[config.mk]
export PLATFORM = sky130hd
export DESIGN_NAME = bot_port_master
export DESIGN_NICKNAME = d
export VERILOG_FILES = /design/src/rtl/bot_port_pkg.sv /design/src/rtl/bot_steer_lut.sv /design/src/rtl/bot_port_master.sv
export SDC_FILE = /design/constraint.sdc
export NUM_CORES = 1
export LEC_CHECK = 0
export CORE_MARGIN = 4
export CORE_UTILIZATION = 40
export DETAILED_ROUTE_END_ITERATION = 16
export DONT_BUFFER_PORTS = 1
export PLACE_DENSITY_LB_ADDON = 0.1
export SYNTH_ARGS = -nofsm -noshare
export SYNTH_HDL_FRONTEND = slang
export SYNTH_HIERARCHICAL = 1
export SYNTH_SLANG_ARGS = --single-unit
[constraint.sdc]
create_clock -name sysclk -period 3.5 [get_ports sysclk]
set_input_delay 0.7 -clock sysclk [delete_from_list [all_inputs] [get_ports sysclk]]
set_output_delay 0.7 -clock sysclk [all_outputs]
set_load 0.01 [all_outputs]
[src/rtl/bot_port_pkg.sv]
// Shared definitions for the line-follower bus master: I/O port map, steering command bytes, sequencer states.
// Display port constants and states exist only when BOT_PORT_MASTER_DISPLAY_EN is defined.
package bot_port_pkg;

  localparam logic [7:0] PORT_LED    = 8'h02;
  localparam logic [7:0] PORT_MOTOR  = 8'h09;
  localparam logic [7:0] PORT_X      = 8'h0A;
  localparam logic [7:0] PORT_Y      = 8'h0B;
  localparam logic [7:0] PORT_SENSOR = 8'h0D;
`ifdef BOT_PORT_MASTER_DISPLAY_EN
  localparam logic [7:0] PORT_DISP_XH = 8'h03;
  localparam logic [7:0] PORT_DISP_XL = 8'h04;
  localparam logic [7:0] PORT_DISP_YH = 8'h05;
  localparam logic [7:0] PORT_DISP_YL = 8'h06;
`endif

  localparam logic [7:0] CMD_FWD    = 8'h33;
  localparam logic [7:0] CMD_LEFT   = 8'h13;
  localparam logic [7:0] CMD_RIGHT  = 8'h31;
  localparam logic [7:0] CMD_SEARCH = 8'h30;
  localparam logic [7:0] CMD_STOP   = 8'h00;

  typedef enum logic [3:0] {
    ST_IDLE,
    ST_ACK,
    ST_RD_SENS,
    ST_RD_X,
    ST_RD_Y,
    ST_WR_MOT,
    ST_WR_LED,
    ST_WR_STOP
`ifdef BOT_PORT_MASTER_DISPLAY_EN
    ,
    ST_WR_D3,
    ST_WR_D2,
    ST_WR_D1,
    ST_WR_D0
`endif
  } state_t;

  // State whose write closes a service sequence and bumps sample_count.
`ifdef BOT_PORT_MASTER_DISPLAY_EN
  localparam state_t ST_LAST = ST_WR_D0;
`else
  localparam state_t ST_LAST = ST_WR_LED;
`endif

endpackage

[src/rtl/bot_steer_lut.sv]
// Combinational map from the {L,C,R} line sensor bits to the motor command byte.
// Zero latency; no flow control.
module bot_steer_lut
  import bot_port_pkg::*;
(
  input  logic [2:0] sensor,
  output logic [7:0] cmd
);

  always_comb begin
    cmd = CMD_STOP;
    case (sensor)
      3'b010:         cmd = CMD_FWD;
      3'b100, 3'b110: cmd = CMD_LEFT;
      3'b001, 3'b011: cmd = CMD_RIGHT;
      3'b000:         cmd = CMD_SEARCH;
      default:        cmd = CMD_STOP;
    endcase
  end

endmodule

[src/rtl/bot_port_master.sv]
// Line-follower I/O bus master: acks the responder interrupt, reads sensor/X/Y, writes motor, LED (and display with BOT_PORT_MASTER_DISPLAY_EN).
// Registered outputs, 9-cycle sequence (13 with display); no backpressure, one bus access per cycle.
module bot_port_master
  import bot_port_pkg::*;
(
  input  logic       sysclk,
  input  logic       sysreset,
  input  logic       enable,
  input  logic       interrupt,
  output logic       interrupt_ack,
  output logic [7:0] port_id,
  output logic       read_strobe,
  output logic       write_strobe,
  output logic [7:0] out_port,
  input  logic [7:0] in_port,
  output logic       busy,
  output logic [7:0] sample_count
);

  state_t     state, state_nxt;
  logic       rd_phase, rd_phase_nxt;
  logic       en_q;
  logic       stop_pend, stop_pend_nxt;
  logic       stop_req;
  logic [7:0] sensor_q;
`ifdef BOT_PORT_MASTER_DISPLAY_EN
  logic [7:0] x_q;
  logic [7:0] y_q;
`endif
  logic [7:0] steer_cmd;
  logic [7:0] port_id_nxt;
  logic [7:0] out_port_nxt;
  logic       rd_nxt;
  logic       wr_nxt;
  logic       ack_nxt;

  bot_steer_lut u_steer (
    .sensor (sensor_q[2:0]),
    .cmd    (steer_cmd)
  );

  // A falling enable is remembered until the sequencer is back in IDLE.
  assign stop_req = stop_pend | (en_q & ~enable);
  assign busy     = (state != ST_IDLE);

  always_comb begin
    state_nxt     = state;
    rd_phase_nxt  = 1'b0;
    stop_pend_nxt = stop_req;
    port_id_nxt   = port_id;
    out_port_nxt  = out_port;
    rd_nxt        = 1'b0;
    wr_nxt        = 1'b0;
    ack_nxt       = 1'b0;

    case (state)
      ST_IDLE: begin
        if (stop_req)
          state_nxt = ST_WR_STOP;
        else if (interrupt && enable)
          state_nxt = ST_ACK;
      end
      ST_ACK: state_nxt = ST_RD_SENS;
      ST_RD_SENS: begin
        rd_phase_nxt = ~rd_phase;
        state_nxt    = rd_phase ? ST_RD_X : ST_RD_SENS;
      end
      ST_RD_X: begin
        rd_phase_nxt = ~rd_phase;
        state_nxt    = rd_phase ? ST_RD_Y : ST_RD_X;
      end
      ST_RD_Y: begin
        rd_phase_nxt = ~rd_phase;
        state_nxt    = rd_phase ? ST_WR_MOT : ST_RD_Y;
      end
      ST_WR_MOT: state_nxt = ST_WR_LED;
`ifdef BOT_PORT_MASTER_DISPLAY_EN
      ST_WR_LED: state_nxt = ST_WR_D3;
      ST_WR_D3:  state_nxt = ST_WR_D2;
      ST_WR_D2:  state_nxt = ST_WR_D1;
      ST_WR_D1:  state_nxt = ST_WR_D0;
      ST_WR_D0:  state_nxt = ST_IDLE;
`else
      ST_WR_LED: state_nxt = ST_IDLE;
`endif
      ST_WR_STOP: state_nxt = ST_IDLE;
      default:    state_nxt = ST_IDLE;
    endcase

    if (state_nxt == ST_WR_STOP)
      stop_pend_nxt = 1'b0;

    // Bus outputs are decoded from the next state so they leave flops aligned with it.
    case (state_nxt)
      ST_ACK: ack_nxt = 1'b1;
      ST_RD_SENS: begin
        port_id_nxt = PORT_SENSOR;
        rd_nxt      = ~rd_phase_nxt;
      end
      ST_RD_X: begin
        port_id_nxt = PORT_X;
        rd_nxt      = ~rd_phase_nxt;
      end
      ST_RD_Y: begin
        port_id_nxt = PORT_Y;
        rd_nxt      = ~rd_phase_nxt;
      end
      ST_WR_MOT: begin
        port_id_nxt  = PORT_MOTOR;
        out_port_nxt = steer_cmd;
        wr_nxt       = 1'b1;
      end
      ST_WR_LED: begin
        port_id_nxt  = PORT_LED;
        out_port_nxt = sensor_q;
        wr_nxt       = 1'b1;
      end
`ifdef BOT_PORT_MASTER_DISPLAY_EN
      ST_WR_D3: begin
        port_id_nxt  = PORT_DISP_XH;
        out_port_nxt = {4'h0, x_q[7:4]};
        wr_nxt       = 1'b1;
      end
      ST_WR_D2: begin
        port_id_nxt  = PORT_DISP_XL;
        out_port_nxt = {4'h0, x_q[3:0]};
        wr_nxt       = 1'b1;
      end
      ST_WR_D1: begin
        port_id_nxt  = PORT_DISP_YH;
        out_port_nxt = {4'h0, y_q[7:4]};
        wr_nxt       = 1'b1;
      end
      ST_WR_D0: begin
        port_id_nxt  = PORT_DISP_YL;
        out_port_nxt = {4'h0, y_q[3:0]};
        wr_nxt       = 1'b1;
      end
`endif
      ST_WR_STOP: begin
        port_id_nxt  = PORT_MOTOR;
        out_port_nxt = CMD_STOP;
        wr_nxt       = 1'b1;
      end
      default: ;
    endcase
  end

  always_ff @(posedge sysclk) begin
    if (sysreset) begin
      state         <= ST_IDLE;
      rd_phase      <= 1'b0;
      en_q          <= 1'b0;
      stop_pend     <= 1'b0;
      sensor_q      <= 8'h00;
`ifdef BOT_PORT_MASTER_DISPLAY_EN
      x_q           <= 8'h00;
      y_q           <= 8'h00;
`endif
      port_id       <= 8'h00;
      out_port      <= 8'h00;
      read_strobe   <= 1'b0;
      write_strobe  <= 1'b0;
      interrupt_ack <= 1'b0;
      sample_count  <= 8'h00;
    end else begin
      state         <= state_nxt;
      rd_phase      <= rd_phase_nxt;
      en_q          <= enable;
      stop_pend     <= stop_pend_nxt;
      port_id       <= port_id_nxt;
      out_port      <= out_port_nxt;
      read_strobe   <= rd_nxt;
      write_strobe  <= wr_nxt;
      interrupt_ack <= ack_nxt;
      // Read data is valid in the second cycle of each read.
      if (state == ST_RD_SENS && rd_phase)
        sensor_q <= in_port;
`ifdef BOT_PORT_MASTER_DISPLAY_EN
      if (state == ST_RD_X && rd_phase)
        x_q <= in_port;
      if (state == ST_RD_Y && rd_phase)
        y_q <= in_port;
`endif
      if (state == ST_LAST)
        sample_count <= sample_count + 8'd1;
    end
  end

endmodule

======== Word-level counts from Yosys, hierarchy flattened ========
Cells that the tools add are included.
storage, ports and cells
  output and inout bits ................... 28
  word-level logic and storage cells ...... 63
  input bits .............................. 12
  flip-flop bits (word level) ............. 42
operators by class
  muxes and demuxes ....................... 12
  bitwise operators ....................... 6
  add/sub/neg operators ................... 1
  equal/unequal tests ..................... 18
  reduce and logical (&&, ||, !) cells .... 15
operator list
  cell                                                                    count
  8-bit one-hot mux with 5 select lines                                   1
  4-bit by 3-bit equality test with 1-bit output (second input constant)  7
  4-bit one-hot mux with 6 select lines                                   1
  6-bit one-hot mux with 4 select lines                                   1
  8-bit one-hot mux with 3 select lines                                   1
  4-bit by 2-bit equality test with 1-bit output (second input constant)  4
  2-bit OR reduction                                                      5
  3-bit OR reduction                                                      3
  8-bit by 1-bit adder with 8-bit output (second input constant)          1
  4-bit by 1-bit equality test with 1-bit output (second input constant)  2
  4-bit 2-to-1 mux                                                        2
  3-bit by 2-bit equality test with 1-bit output (second input constant)  2
  3-bit equality test (second input constant)                             2
  1-bit 2-to-1 mux                                                        5
  5-bit nonzero test                                                      1
  4-bit zero test                                                         1
  1-bit inverter                                                          4
  4-bit nonzero test                                                      1
  3-bit by 1-bit equality test with 1-bit output (second input constant)  1
  3-bit zero test                                                         1
  3-bit 2-to-1 mux                                                        1
  3-bit nonzero test                                                      1
  1-bit logical AND                                                       2
  1-bit AND                                                               1
  1-bit bitwise OR                                                        1

======== Logic depth before layout (Yosys ltp) ========
Gate-level depths: netlist (run 1).
  depth in word-level cells ............... 9
  mapped depth ............................ 7
  gate-level depth less buffers ........... 5

======== By module ========
The synthesis (run 1) kept the hierarchy.
by module, submodules not included
  module           sequential area each (sq um)  cells each  instances  area each (sq um)
  bot_port_master  760.7                         204         1          1944.4
  bot_steer_lut    0.0                           11          1          58.8

======== Worst setup path before layout (run 1) ========
No wires, ideal clock.
  path kind ............................... in2reg
  start point ............................. in enable
  end point ............................... reg out_port[0]
  buffers on the path ..................... 1
  setup time .............................. 0.120 ns
  path slack .............................. 1.627 ns
  data required time ...................... 3.380 ns
  stages .................................. 6
  data arrival time ....................... 1.753 ns
  path through ............................ nor2b_2 > o21ai_2 > a31oi_1 > clkbuf_1 > o32ai_1 > a211o_1
between the ends
  longest elaborated chain between the ends .. 7
  elaborated cells on any way between the ends .. 12
  classes of those cells .................. eq/ne: 3; mux: 4; bitwise: 3; reduce/logical: 2
ends and longest elaborated chain
  what                                                                                RTL line                text
  start: declaration                                                                  bot_port_master.sv:8    input logic enable,
  1-bit inverter                                                                      bot_port_master.sv:43   assign stop_req = stop_pend | (en_q & ~enable);
  1-bit AND                                                                           bot_port_master.sv:43
  1-bit bitwise OR                                                                    bot_port_master.sv:43
  4-bit 2-to-1 mux *                                                                  bot_port_master.sv:58   if (stop_req)
  4-bit one-hot mux with 6 select lines *                                             bot_port_master.sv:56   case (state)
  4-bit by 3-bit equality test with 1-bit output                                      bot_port_master.sv:94   case (state_nxt)
  8-bit one-hot mux with 3 select lines / 3-bit nonzero test (equally long branches)  n/a
  end signal: assignment                                                              bot_port_master.sv:172  out_port <= out_port_nxt;
  end: declaration                                                                    bot_port_master.sv:14   output logic [7:0] out_port,
Every way passes the cells marked *; elsewhere a longest branch is shown, timed or not.
A chain may end at the register's enable or synchronous reset.

======== Final worst setup path (run 1) ========
  start point ............................. reg state[1]
  end point ............................... reg out_port[7]
between the ends
  longest elaborated chain between the ends .. 5
  elaborated cells on any way between the ends .. 14
  classes of those cells .................. eq/ne: 8; mux: 4; reduce/logical: 2
ends and longest elaborated chain
  what                                                                                RTL line                text
  start: declaration                                                                  bot_port_master.sv:20   state_t state, state_nxt;
  start signal: assignment                                                            bot_port_master.sv:167  state <= state_nxt;
  4-bit 2-to-1 mux                                                                    bot_port_master.sv:60   else if (interrupt && enable)
  4-bit 2-to-1 mux                                                                    bot_port_master.sv:58
  4-bit one-hot mux with 6 select lines *                                             bot_port_master.sv:56
  4-bit by 3-bit equality test with 1-bit output                                      bot_port_master.sv:94
  8-bit one-hot mux with 3 select lines / 3-bit nonzero test (equally long branches)  n/a
Marked as above.

==> impl_metrics.yaml, run 1 <==
run_status:
  status: "finished clean"
placement:
  io_buffers: 0
  place_ws_ps: 1101
  dp_cells: 269
  globalplace.congestion: 0.7877
  dp_hpwl_um: 3194
timing:
  setup_violations: 0
  finalWorstSetupSlack_ps: 1303
  setup_tns_ps: 0
  grt_setup_unrepaired: "false"
  skew_ps: 1.874
  relSlewSlack_pct: 30.14
  period_share_pct: 62.76
  fmax_mhz: 455.2
  hold_slack_ps: 471.9
  final_max_slew_viol_count: 0
  worst_pin_slew_ps: 1043
  final_hold_viol_count: 0
  period_needed_ps: 2197
global_route:
  antenna_found_initial: 0
  overflow: 0
  grt_pass1_wl_um: 7672
  grt_pass1_vias: 1526
  grt.total_usage_pct: 15.63
  grt_max_degree: 32
cells_and_area:
  antenna_cells: 0
  drive_above_1_share_pct: 15.31
  layout_commonest_cell: "dfxtp_1"
  area_growth_pct: 2.186
  layout_common_cells: "dfxtp_1 (38), nand2_1 (16), nor2_1 (15)"
  final_cell_count_no_fill: 276
  fillCellCount: 487
  nets: 222
route:
  drcViolationCount: 0
  drt_pass1_iterations: 4
  dr_total_vias: 1530
  vias_per_cell: 5.543
  final_antenna_net_count: 0
  wl_um: 4643
  wl_per_cell_um: 16.82
  drt_iter0_drc: 98
clock_tree:
  cts-hold-fix-buffers: 0
  cts.sinks: 38
  clk_pin_slew_ps: 70
  insertion_delay_ps: 280
  cts_buffers: 5
  root_buffer: "clkbuf_8"
  clockBufferDepth: 2
  cts_resized: 0
  cts_tree: "done"
  h-tree-depth: 2
  postCtsSetupBuffers: 0
hold_path:
  holdPathEnd: "sensor_q[4]$_SDFFE_PP0P_"
  hold_depth: 2
  worst_hold_path_type: "reg2reg"
  hold_start: "sensor_q[4]$_SDFFE_PP0P_"
logic_synthesis:
  muxShareOfSynthArea_pct: 1.499
  ys_seq_area_share_pct: 37.98
  synth_top_family_by_area: "simple AND/OR/NAND/NOR gates"
  synthArstFlopShare_pct: 0
  synth_fa_ha_area_share_pct: 0.6246
  ys_types: 52
  ys_warn_count: 6
  yosys.area_share.simple_pct: 26.48
  syn_inst: 215
  netlist_area_um2: 2003
  synth-seq-cells: 38
  postSynthAreaPerCell_um2: 9.317
  synthFlopType: "dfxtp_1"
  synth_xor_area_share_pct: 4.310
  synth_edf_count: 0
  synth-compound-area-share_pct: 18.68
power_and_ir_drop:
  power_w: 0.0008352
  peakVddDrop_uv: 241.8
  pwr_density_cell_nw_per_um2: 408.0
  p_leak_nw: 0.8124
worst_setup_path:
  worstSetupPathType: "reg2reg"
  start_kind: "register"
  reg2reg_from: "state[1]$_SDFF_PP0_"
  reg2reg_depth: 4
  r2r-end: "out_port[7]$_SDFFE_PP0P_"
  critical_path.max_fanout: 11
  required_ps: 3680
  cp_slowest_cell: "a31oi_1"
  cp.arrival_ps: 2380
  slowest_delay_ps: 820
  cp_cell_sequence: "nand4b_4 -> a31oi_1 -> o32ai_1 -> a211o_1"
  cp-end-kind: "register"
  regToRegSetupSlack_ps: 1300
flow_run:
  cap_violations: 0
die:
  rows: 25
  io_pins: 40
  die_area_um2: 6204
  initial_utilization_pct: 41.86
  core-area_um2: 4786
  chipWidth_um: 78.77
  die_y_um: 78.77
[how the worst max path moves through the flow]
stage | to | from | slack [ps]
after floorplan | out_port[0]$_SDFFE_PP0P_ | enable | 1630
after CTS | out_port[7]$_SDFFE_PP0P_ | state[1]$_SDFF_PP0_ | 1310
after detailed placement | out_port[7]$_SDFFE_PP0P_ | enable | 1100
final | out_port[7]$_SDFFE_PP0P_ | state[1]$_SDFF_PP0_ | 1300
after global routing | out_port[7]$_SDFFE_PP0P_ | state[1]$_SDFF_PP0_ | 1100
after global placement | out_port[7]$_SDFFE_PP0P_ | enable | 1160
[state kept, by name (all words and copies together) (netlist names)]
| signal | count |
|---|---|
| en_q | 1 |
| interrupt_ack | 1 |
| out_port | 8 |
| port_id | 4 |
| rd_phase | 1 |
| read_strobe | 1 |
| sample_count | 8 |
| sensor_q | 8 |
| state | 4 |
| stop_pend | 1 |
| write_strobe | 1 |
[per-layer routing]
layer  track usage (%)  share of wire (%)  up-vias
met1             21.06                 47      715
met3             5.102                7.0        6
met2             23.17                 44       59
li1                  -                  -      750
met4             5.769                1.4        0
met5                 0                  0        -
[kinds of logic (layout without fill, tap and decap cells)]
family,count (synthesis),after routing
AO/OA/AOI/OAI,45,45
XOR/XNOR,9,9
adder cells (fa/ha/maj),1,1
buffers and inverters,33,20
flip-flops,38,38
multiplexers,3,3
other,2,9
AND/OR/NAND/NOR,84,84
[stage by stage]
step / utilization, % / cell area [µm²]
2_1_floorplan: - / 2029
3_3_place_gp: 41.12 / 1968
3_5_place_dp: 41.12 / 1968
4_1_cts: 42.77 / 2047
5_1_grt: 42.77 / 2047
6_report: 42.77 / 2047
[critical path, delay by kind of cell, from the launching register on]
kind             cells  cell delay, ps
AO/OA/AOI/OAI        3            1270
flip-flops           1             640
AND/OR/NAND/NOR      1             170
[final cells by class]
type / instances / area (µm²) / share of cell area, %
multi-input combinational: 151 / 1067 / 52.14
sequential: 38 / 760.7 / 37.16
tap: 67 / 83.83 / 4.095
clock buffer: 5 / 68.82 / 3.362
inverter: 11 / 41.29 / 2.017
timing repair buffer: 2 / 15.01 / 0.7335
clock inverter: 2 / 10.01 / 0.4890
[cell usage after synthesis (2+ instances only)]
| master | number | area, µm² |
|---|---|---|
| dfxtp_1 | 38 | 760.7 |
| nand2_1 | 16 | 60.06 |
| nor2_1 | 15 | 56.30 |
| nand3_1 | 14 | 70.07 |
| a21oi_1 | 11 | 55.05 |
| inv_1 | 11 | 41.29 |
| nand4_1 | 10 | 62.56 |
| a211o_1 | 9 | 78.83 |
| buf_4 | 8 | 60.06 |
| o32ai_1 | 8 | 70.07 |
| buf_6 | 6 | 67.56 |
| xor2_1 | 6 | 52.55 |
| nor4b_2 | 5 | 75.07 |
| clkbuf_1 | 4 | 15.01 |
| mux2i_1 | 3 | 30.03 |
| nor3_1 | 3 | 15.01 |
| and3_1 | 2 | 12.51 |
| buf_1 | 2 | 7.510 |
| buf_2 | 2 | 10.01 |
| conb_1 | 2 | 7.510 |
| nand2b_1 | 2 | 12.51 |
| nor2_2 | 2 | 12.51 |
| nor2b_1 | 2 | 12.51 |
| nor4b_1 | 2 | 17.52 |
| o211a_1 | 2 | 20.02 |
| o21ai_0 | 2 | 10.01 |
| o21ai_2 | 2 | 17.52 |
| xnor2_1 | 2 | 17.52 |
[where the power goes]
part | internal (W) | switching [W] | leakage (nW)
logic | 0.0000294 | 0.0000554 | 0.461
clock network | 0.000134 | 0.000151 | 0.0438
registers | 0.000445 | 0.0000206 | 0.308
total | 0.000608 | 0.000227 | 0.812
Note: power is estimated with default switching activity, not from simulation.
==> inputs of run 2 (changes only) <==
- clock period: 3.5 -> 2.3 ns (I/O delays scaled with it)
==> impl_metrics.yaml, run 2 (synthesis gave the netlist of run 1 again) <==
die:
  die_y_um: 78.77
  io_pins: 40
  rows: 25
  initial_utilization_pct: 41.86
  chipWidth_um: 78.77
  core-area_um2: 4786
  die_area_um2: 6204
placement:
  placed_cell_area_um2: 1991
  place_ws_ps: 291.0
  dp_hpwl_um: 3194
  io_buffers: 0
  globalplace.congestion: 0.8791
worst_setup_path:
  cp-end-kind: "register"
  required_ps: 2530
  path_buf_inv: 0
  reg2reg_depth: 4
  slowest_delay_ps: 650
  critical_path.max_fanout: 11
  cp_cell_sequence: "nand4b_4 -> a311o_1 -> nor3_4 -> a211o_1"
  cp_slowest_cell: "dfxtp_1"
  cp.arrival_ps: 2280
  critical_path.top_delay_family: "compound AO/OA/AOI/OAI gates"
  crit_cells: 4
  worstSetupPathType: "reg2reg"
  start_kind: "register"
timing:
  period_share_pct: 89.09
  worst_pin_slew_ps: 637.3
  setup_tns_ps: 0
  period_needed_ps: 2049
  skew_ps: 5.513
  setup_violations: 0
  grt_setup_unrepaired: "false"
  relSlewSlack_pct: 57.52
  final_max_slew_viol_count: 0
  finalWorstSetupSlack_ps: 251.0
  final_hold_viol_count: 0
  fmax_mhz: 488.0
clock_tree:
  cts.sinks: 38
  cts_resized: 0
  h-tree-depth: 2
  cts-hold-fix-buffers: 0
  postCtsSetupBuffers: 0
  cts_buffers: 5
  clk_pin_slew_ps: 80
  cts_tree: "done"
  insertion_delay_ps: 290
  root_buffer: "clkbuf_8"
  clockBufferDepth: 2
route:
  wl_um: 4574
  final_antenna_net_count: 0
  dr_total_vias: 1571
  drcViolationCount: 0
  wl_per_cell_um: 16.34
  drt_iter0_drc: 118
  drt_pass1_iterations: 4
  vias_per_cell: 5.611
global_route:
  overflow: 0
  grt_pass1_vias: 1450
  antenna_found_initial: 0
  grt_max_degree: 32
  grt_pass1_wl_um: 7314
  grt.total_usage_pct: 15.01
power_and_ir_drop:
  pwr_density_cell_nw_per_um2: 728.5
  p_leak_nw: 0.8560
  peakVddDrop_uv: 279.3
cells_and_area:
  layout_commonest_cell: "dfxtp_1"
  fin_util_pct: 44.58
  nets: 225
  layout_common_cells: "dfxtp_1 (38), nand2_1 (16), nor2_1 (15)"
  stdcell_area_um2: 2133
  drive_above_1_share_pct: 16.90
  top_regs: "out_port x8, sample_count x8, sensor_q x8"
  antenna_cells: 0
  area_growth_pct: 6.496
hold_path:
  worst_hold_path_type: "in2reg"
  hold_depth: 1
flow_run:
  cap_violations: 0
run_status:
  status: "finished clean"
==> run 2: power by group <==
group	switching, W	total [W]	leakage, nW	internal, W
Clock	0.000252	0.000715	0.0714	0.000463
Sequential	0.0000308	0.000708	0.308	0.000677
Combinational	0.0000837	0.000132	0.477	0.0000481
==> run 2: metal layers <==
metal	vias to the layer above	share of wire, %	track usage (%)
li1	759	-	-
met1	757	49	19.27
met2	51	43	23.09
met3	4	7.2	5.329
met4	0	1.2	5.594
met5	-	0	0
==> run 2: final cells by class <==
cell class / instances / area (µm²)
clock buffers: 6 / 82.58
clock inverters: 2 / 60.06
fillers: 475 / 2653
inverters: 11 / 41.29
multi-input cells: 151 / 1067
flip-flops and latches: 38 / 760.7
well taps: 67 / 83.83
repair buffers: 5 / 37.54
==> run 2: final timing paths <==
path | from | endpoint | slack [ps]
worst min-delay path | sysreset | state[1]$_SDFF_PP0_ | 230
worst min register to register | sensor_q[6]$_SDFFE_PP0P_ | sensor_q[6]$_SDFFE_PP0P_ | 460
worst max-delay path | state[1]$_SDFF_PP0_ | out_port[1]$_SDFFE_PP0P_ | 250
worst max register to register | state[1]$_SDFF_PP0_ | out_port[1]$_SDFFE_PP0P_ | 250
==> run 2: through the flow <==
step	std cells	power, W	hold WS, ps
floorplan	222	0.0008481	435.4
global placement	272	0.0008515	453.2
detailed placement	272	0.0008532	460.1
CTS	280	0.001561	226.0
global route	280	0.001608	213.3
finish	280	0.001554	233.3
==> inputs of run 3 (changes only) <==
- PLACE_DENSITY: default -> 0.51
- PLACE_DENSITY_LB_ADDON: 0.1 -> default
- SKIP_CTS_REPAIR_TIMING: default -> 1
==> impl_metrics.yaml, run 3 (synthesis gave the netlist of run 1 again) <==
run_status:
  status: "finished clean"
timing:
  setup_violations: 0
  worst_pin_slew_ps: 590.8
  period_share_pct: 87.29
  relSlewSlack_pct: 60.61
  fmax_mhz: 498.1
  setup_tns_ps: 0
  period_needed_ps: 2008
  grt_setup_unrepaired: "false"
  final_max_slew_viol_count: 0
  skew_ps: 5.563
  final_hold_viol_count: 0
  finalWorstSetupSlack_ps: 292.3
clock_tree:
  h-tree-depth: 2
  insertion_delay_ps: 290
  cts.sinks: 38
  cts_buffers: 5
  clockBufferDepth: 2
  clk_pin_slew_ps: 70
  root_buffer: "clkbuf_8"
  cts_tree: "done"
route:
  met2_length_um: 2168
  met1Wirelength_um: 2037
  drt_iter0_drc: 97
  wl_met3_um: 387
  wl_um: 4655
  wl_per_cell_um: 16.63
  final_antenna_net_count: 0
  drt_pass1_iterations: 4
  dr_total_vias: 1593
  highest_layer: "met4"
  vias_per_cell: 5.689
  drcViolationCount: 0
worst_setup_path:
  cp_cell_sequence: "nor2_2 -> o21ai_2 -> a311o_1 -> nor3_4 -> a211o_1"
  critical_path.max_fanout: 11
  worstSetupPathType: "reg2reg"
  cp.arrival_ps: 2190
  cp-end-kind: "register"
  path_buf_inv: 0
  cp_slowest_cell: "dfxtp_1"
  critical_path.top_delay_family: "compound AO/OA/AOI/OAI gates"
  required_ps: 2480
  setup.worst_path.start: "state[1]$_SDFF_PP0_"
  reg2reg_from: "state[1]$_SDFF_PP0_"
  slowest_delay_ps: 640
  start_kind: "register"
die:
  io_pins: 40
  initial_utilization_pct: 41.86
  die_y_um: 78.77
  chipWidth_um: 78.77
  core-area_um2: 4786
  rows: 25
  die_area_um2: 6204
placement:
  globalplace.congestion: 0.8680
  dp_hpwl_um: 3308
  place_ws_ps: 334.3
  io_buffers: 0
power_and_ir_drop:
  p_leak_nw: 0.8328
  peakVddDrop_uv: 334.7
  pwr_density_cell_nw_per_um2: 627.5
hold_path:
  worst_hold_path_type: "in2reg"
  hold_start: "sysreset"
global_route:
  grt.total_usage_pct: 15.09
  grt_pass1_vias: 1477
  overflow: 0
  grt_pass1_wl_um: 7348
  grt_max_degree: 32
  antenna_found_initial: 0
cells_and_area:
  top_regs: "out_port x8, sample_count x8, sensor_q x8"
  nets: 225
  area_growth_pct: 3.935
  fin_util_pct: 43.50
  antenna_cells: 0
  drive_above_1_share_pct: 16.43
  layout_commonest_cell: "dfxtp_1"
  layout_common_cells: "dfxtp_1 (38), nand2_1 (16), nor2_1 (15)"
flow_run:
  cap_violations: 0
## run 3: final cells by class
class | instances | area (µm²)
clock buffer | 7 | 86.33
timing repair buffer | 5 | 37.54
sequential | 38 | 760.7
clock inverter | 1 | 5.005
multi-input combinational | 151 | 1067
tap | 67 | 83.83
inverter | 11 | 41.29
fill | 468 | 2704
## run 3: path summary, 6_finish.rpt
check                        endpoint  slack [ps]  cells past startpoint
max          out_port[1]$_SDFFE_PP0P_         290                      5
max reg2reg  out_port[1]$_SDFFE_PP0P_         290                      5
min                   en_q$_SDFF_PP0_         230                      1
min reg2reg  sensor_q[6]$_SDFFE_PP0P_         470                      2
## run 3: metal layers
layer,vias up,global-route usage (%)
met2,74,23.34
li1,757,-
met3,8,4.875
met4,0,5.245
met1,754,19.72
met5,-,0
## run 3: report_power, final
group,switching (W),leakage [nW],internal [W]
logic,0.0000846,0.477,0.0000481
clock network,0.000224,0.0482,0.000242
registers,0.0000305,0.308,0.000677
total,0.000339,0.833,0.000967
## run 3: through the flow
stage          instances  cell area (µm²)  total power (W)  hold slack [ps]
3_5_place_dp         272             1991        0.0008536            460.6
4_1_cts              280             2082         0.001325            221.1
3_3_place_gp         272             1991        0.0008499            453.2
6_report             280             2082         0.001306            234.1
5_1_grt              280             2082         0.001368            218.2
2_1_floorplan        222             2029        0.0008481            435.4
